## src/rtl/sipo_deser.sv

```systemverilog
`timescale 1ns/1ps
`default_nettype none
// sipo_deser: serial-in/parallel-out deserializer with a single-entry valid/ready
// holding buffer and sticky overrun / partial-frame error flags.
module sipo_deser #(
  parameter int W         = 8,
  parameter bit MSB_FIRST = 1'b0
) (
  input  logic                 clk_i,
  input  logic                 rst_ni,
  input  logic                 bit_i,
  input  logic                 bit_valid_i,
  input  logic                 sof_i,
  output logic [W-1:0]         word_o,
  output logic                 word_valid_o,
  input  logic                 word_ready_i,
  output logic [$clog2(W)-1:0] bit_cnt_o,
  output logic                 overrun_o,
  output logic                 frame_err_o,
  input  logic                 clear_i
);

  localparam int            c_cw   = $clog2(W);
  localparam logic [c_cw-1:0] c_last = c_cw'(W - 1);

  logic [W-1:0]    r_shift;
  logic [W-1:0]    r_word;
  logic [c_cw-1:0] r_cnt;
  logic            r_valid;
  logic            r_ovr;
  logic            r_ferr;

  logic [W-1:0]    w_shift_nxt;
  logic [c_cw-1:0] w_cnt_base;
  logic [c_cw-1:0] w_pos;
  logic            w_sof;
  logic            w_last;
  logic            w_consume;
  logic            w_load;
  logic            w_ovr_set;
  logic            w_ferr_set;

  always_comb begin
    w_sof       = bit_valid_i && sof_i;
    // A start-of-frame restarts the word, so the incoming bit is always the first one.
    w_cnt_base  = w_sof ? '0 : r_cnt;
    w_pos       = MSB_FIRST ? (c_last - w_cnt_base) : w_cnt_base;
    w_shift_nxt = r_shift;
    w_shift_nxt[w_pos] = bit_i;
    w_last      = bit_valid_i && (w_cnt_base == c_last);
    w_consume   = r_valid && word_ready_i;
    w_load      = w_last && (!r_valid || word_ready_i);
    w_ovr_set   = w_last && r_valid && !word_ready_i;
    w_ferr_set  = w_sof && (r_cnt != '0);
  end

  always_ff @(posedge clk_i or negedge rst_ni) begin
    if (!rst_ni) begin
      r_shift <= '0;
      r_cnt   <= '0;
      r_word  <= '0;
      r_valid <= 1'b0;
      r_ovr   <= 1'b0;
      r_ferr  <= 1'b0;
    end else begin
      if (bit_valid_i) begin
        r_shift <= w_shift_nxt;
        r_cnt   <= w_last ? '0 : (w_cnt_base + c_cw'(1));
      end
      if (w_load) begin
        r_word  <= w_shift_nxt;
        r_valid <= 1'b1;
      end else if (w_consume) begin
        r_valid <= 1'b0;
      end
      // A new error event takes priority over a coincident clear.
      r_ovr  <= w_ovr_set  | (r_ovr  & ~clear_i);
      r_ferr <= w_ferr_set | (r_ferr & ~clear_i);
    end
  end

  assign word_o       = r_word;
  assign word_valid_o = r_valid;
  assign bit_cnt_o    = r_cnt;
  assign overrun_o    = r_ovr;
  assign frame_err_o  = r_ferr;

endmodule
`default_nettype wire
```

## config.mk

```make
export PLATFORM = sky130hd
export DESIGN_NAME = sipo_deser
export DESIGN_NICKNAME = d
export VERILOG_FILES = /design/src/rtl/sipo_deser.sv
export SDC_FILE = /design/constraint.sdc
export NUM_CORES = 1
export LEC_CHECK = 0
export CORE_MARGIN = 1
export CORE_UTILIZATION = 40
export CTS_BUF_LIST = sky130_fd_sc_hd__clkbuf_16
export CTS_CLUSTER_DIAMETER = 60
export DETAILED_ROUTE_END_ITERATION = 16
export MAX_ROUTING_LAYER = met4
export SLEW_MARGIN = 20
export SYNTH_ARGS = -nofsm -noshare
export SYNTH_HDL_FRONTEND = slang
export SYNTH_SLANG_ARGS = --single-unit
```

## constraint.sdc

```tcl
create_clock -name clk_i -period 2.1 [get_ports clk_i]
set_input_delay 0.63 -clock clk_i [delete_from_list [all_inputs] [get_ports clk_i]]
set_output_delay 0.63 -clock clk_i [all_outputs]
set_load 0.01 [all_outputs]
```

==> metrics.yaml <==
pwr:
  power_density_mw_per_mm2: 1190
  power.total_mw: 1.79
  power_leakage_nw: 0.645
  ir_worst_vdd_uv: 742
setup_path:
  max_stage_delay_ns: 0.61
  end_kind: "output port"
  rr_worst_depth: 6
  r2r-end: "word_o[7]$_DFFE_PN0P_"
  path_delay_family: "buffers and inverters"
  cp_slowest_cell: "clkdlybuf4s50_1"
  timing.rr.start: "bit_cnt_o[2]$_DFFE_PN0P_"
  cp_num_buf_inv: 1
  worstPathMaxFanout: 10
  ff2ff_setup_slack_ns: 0.35
  arrival_ns: 1.40
  crit_chain: "clkdlybuf4s50_1"
  cp_data_required_time_ns: 1.47
  start_kind: "register"
  path_class: "register to output port"
synthesis:
  yosys_most_used_dff: "dfrtp_1"
  synth_cell_types: 29
  synth_edf_count: 0
  yosysMostFrequentCell: "dfrtp_1"
  yosys.area.top_type: "dfrtp_1"
  ys_top_cells_by_area: "dfrtp_1, mux2_1, a31oi_1, nor3_2, o31ai_1"
  synthArstFlopShare_pct: 100
  netlist_area_sq_mm: 0.00114
  synth_top_area_share_pct: 48.2
  ys_top_cells_by_count: "dfrtp_1, a21oi_1, a31oi_1, mux2_1, o31ai_1"
  synth_fp_nets: 121
  yosysWarnings: 0
  ys_seq_area_share_pct: 48.2
  syn_inst: 112
  synth-seq-cells: 22
  syn_avg_cell_area_sq_um: 10.2
cts:
  clk_pin_slew_worst_paths_ns: 0.05
  insertion_delay_ns: 0.25
  clock_sinks: 22
  tritoncts: "built"
  htreeDepth: 1
  clockBufferDepth: 2
  postCtsSetupBuffers: 0
  numCtsBuffers: 3
  cts_root_buffer: "clkbuf_16"
  holdBufCountCts: 0
timing:
  worst_pin_slew_ns: 0.350
  hold_viol_final: 0
  fin_skew_ns: 0.00181
  finalSetupViolations: 0
  period_share_pct: 96.8
  fmax_mhz: 492
  slew_headroom_pct: 76.6
  min_period_ns: 2.03
  rsz0062_at_grt: "no"
  drv_slew: 0
finish:
  nNetsFinal: 151
  multi_input_area_sq_um: 510
  drive_gt1_share_pct: 19.3
  area_growth_pct: 32.0
  diodes: 0
  fill_cells: 228
  seq_area_sq_um: 551
  fin_cells: 171
route:
  drc_errors: 0
  drt_iter0_drc: 29
  ant_nets: 0
  drt-pass1-iter-count: 4
  vias: 940
  routedWlPerCell_microns: 14.4
  viasPerCell: 5.50
  wirelength_mm: 2.47
global_routing:
  grt_pass1_vias: 936
  grtUsageTotal_pct: 17.7
  grt_max_degree: 23
  grt_overflow: 0
  grt_first_pass_wirelength_mm: 4.13
  grt_antenna_before_repair: 0
worst_hold_path:
  min_to: "r_shift[6]$_DFFE_PN0P_"
  worstHoldStart: "r_shift[6]$_DFFE_PN0P_"
  holdPathStages: 1
  hp-class: "register to register"
die:
  die_height_microns: 55.4
  core_sq_mm: 0.00273
  start_util_pct: 41.8
  io-pin-count: 21
  fp-row-count: 19
  dieWidth_microns: 55.4
  dieArea_sq_mm: 0.00307
outcome:
  status: "completed"
placed_design:
  place_inst: 168
  portBuffers: 20
  dpl.hpwl_mm: 1.80
  gp_congestion: 0.813
job:
  drv_cap: 0
## flip-flops by register name, indices dropped and copies added (netlist names)
| name | count |
|---|---|
| bit_cnt_o | 3 |
| r_shift | 8 |
| frame_err_o | 1 |
| overrun_o | 1 |
| word_valid_o | 1 |
| word_o | 8 |
## final cells by class
cell class	count	area share, %
Inverter	8	1.99
Clock buffer	3	4.98
Timing Repair Buffer	34	20.1
Multi-Input combinational cell	73	33.9
Sequential cell	22	36.5
Tap cell	31	2.57
## routing by layer
layer	up-vias	global-route usage, %	wire, microns
li1	472	-	-
met1	437	21.9	1150
met2	26	28.4	1200
met3	5	3.28	86
met4	0	7.50	35
met5	-	-	0
## metrics by stage
stage,worst slack [ns],utilization (%),hold slack (ns),cell area (sq um),setup TNS [ns]
finish,0.0666,55.1,0.494,1510,0
global route,0.0292,55.1,0.519,1510,0
CTS,0.0734,55.1,0.493,1510,0
detailed placement,-0.344,52.4,0.480,1430,-3.85
global placement,-0.284,52.4,0.477,1430,-3.11
floorplan,0.0868,-,0.334,1140,0
## kinds of logic (layout without fill, tap and decap cells)
kind of cell / after synthesis / after routing / share of synthesized area, %
flops: 22 / 22 / 48.2
simple gates: 30 / 30 / 16.0
mux: 8 / 8 / 7.89
fa+ha+maj: 2 / 2 / 2.19
buf+inv: 17 / 45 / 7.34
compound gates: 33 / 33 / 18.4
## worst max path at each step
| stage | from | end | slack [ns] | depth (start not counted) |
|---|---|---|---|---|
| 6_report | bit_cnt_o[2]$_DFFE_PN0P_ | bit_cnt_o[2] | 0.07 | 1 |
| 5_1_grt | bit_cnt_o[2]$_DFFE_PN0P_ | bit_cnt_o[2] | 0.03 | 1 |
| 4_1_cts | bit_cnt_o[2]$_DFFE_PN0P_ | bit_cnt_o[2] | 0.07 | 1 |
| 3_5_place_dp | bit_valid_i | word_o[1]$_DFFE_PN0P_ | -0.34 | 9 |
| 3_3_place_gp | bit_valid_i | word_o[5]$_DFFE_PN0P_ | -0.28 | 9 |
| 2_1_floorplan | bit_valid_i | word_o[6]$_DFFE_PN0P_ | 0.09 | 9 |
## repair_timing
item	in CTS	in global routing
endpoints found under the hold margin	0	0
setup endpoints to repair	8	0
gates resized for setup	3	0
## cells in the final DEF, fill, tap and decap left out, drive strengths merged, types with 4 or more instances in the layout
cell / count
mux2: 8
inv: 8
nand4: 5
clkdlybuf4s50: 18
a21oi: 8
buf: 14
o21ai: 4
nand3: 4
dfrtp: 22
o31ai: 6
nand2: 5
nor3: 7
a31oi: 8
## report_power, final
group	leakage [nW]	switching (mW)	internal, mW
clock	0.0370	0.141	0.251
combinational	0.332	0.326	0.372
sequential	0.276	0.113	0.590
Note: power is estimated with default switching activity, not from simulation.
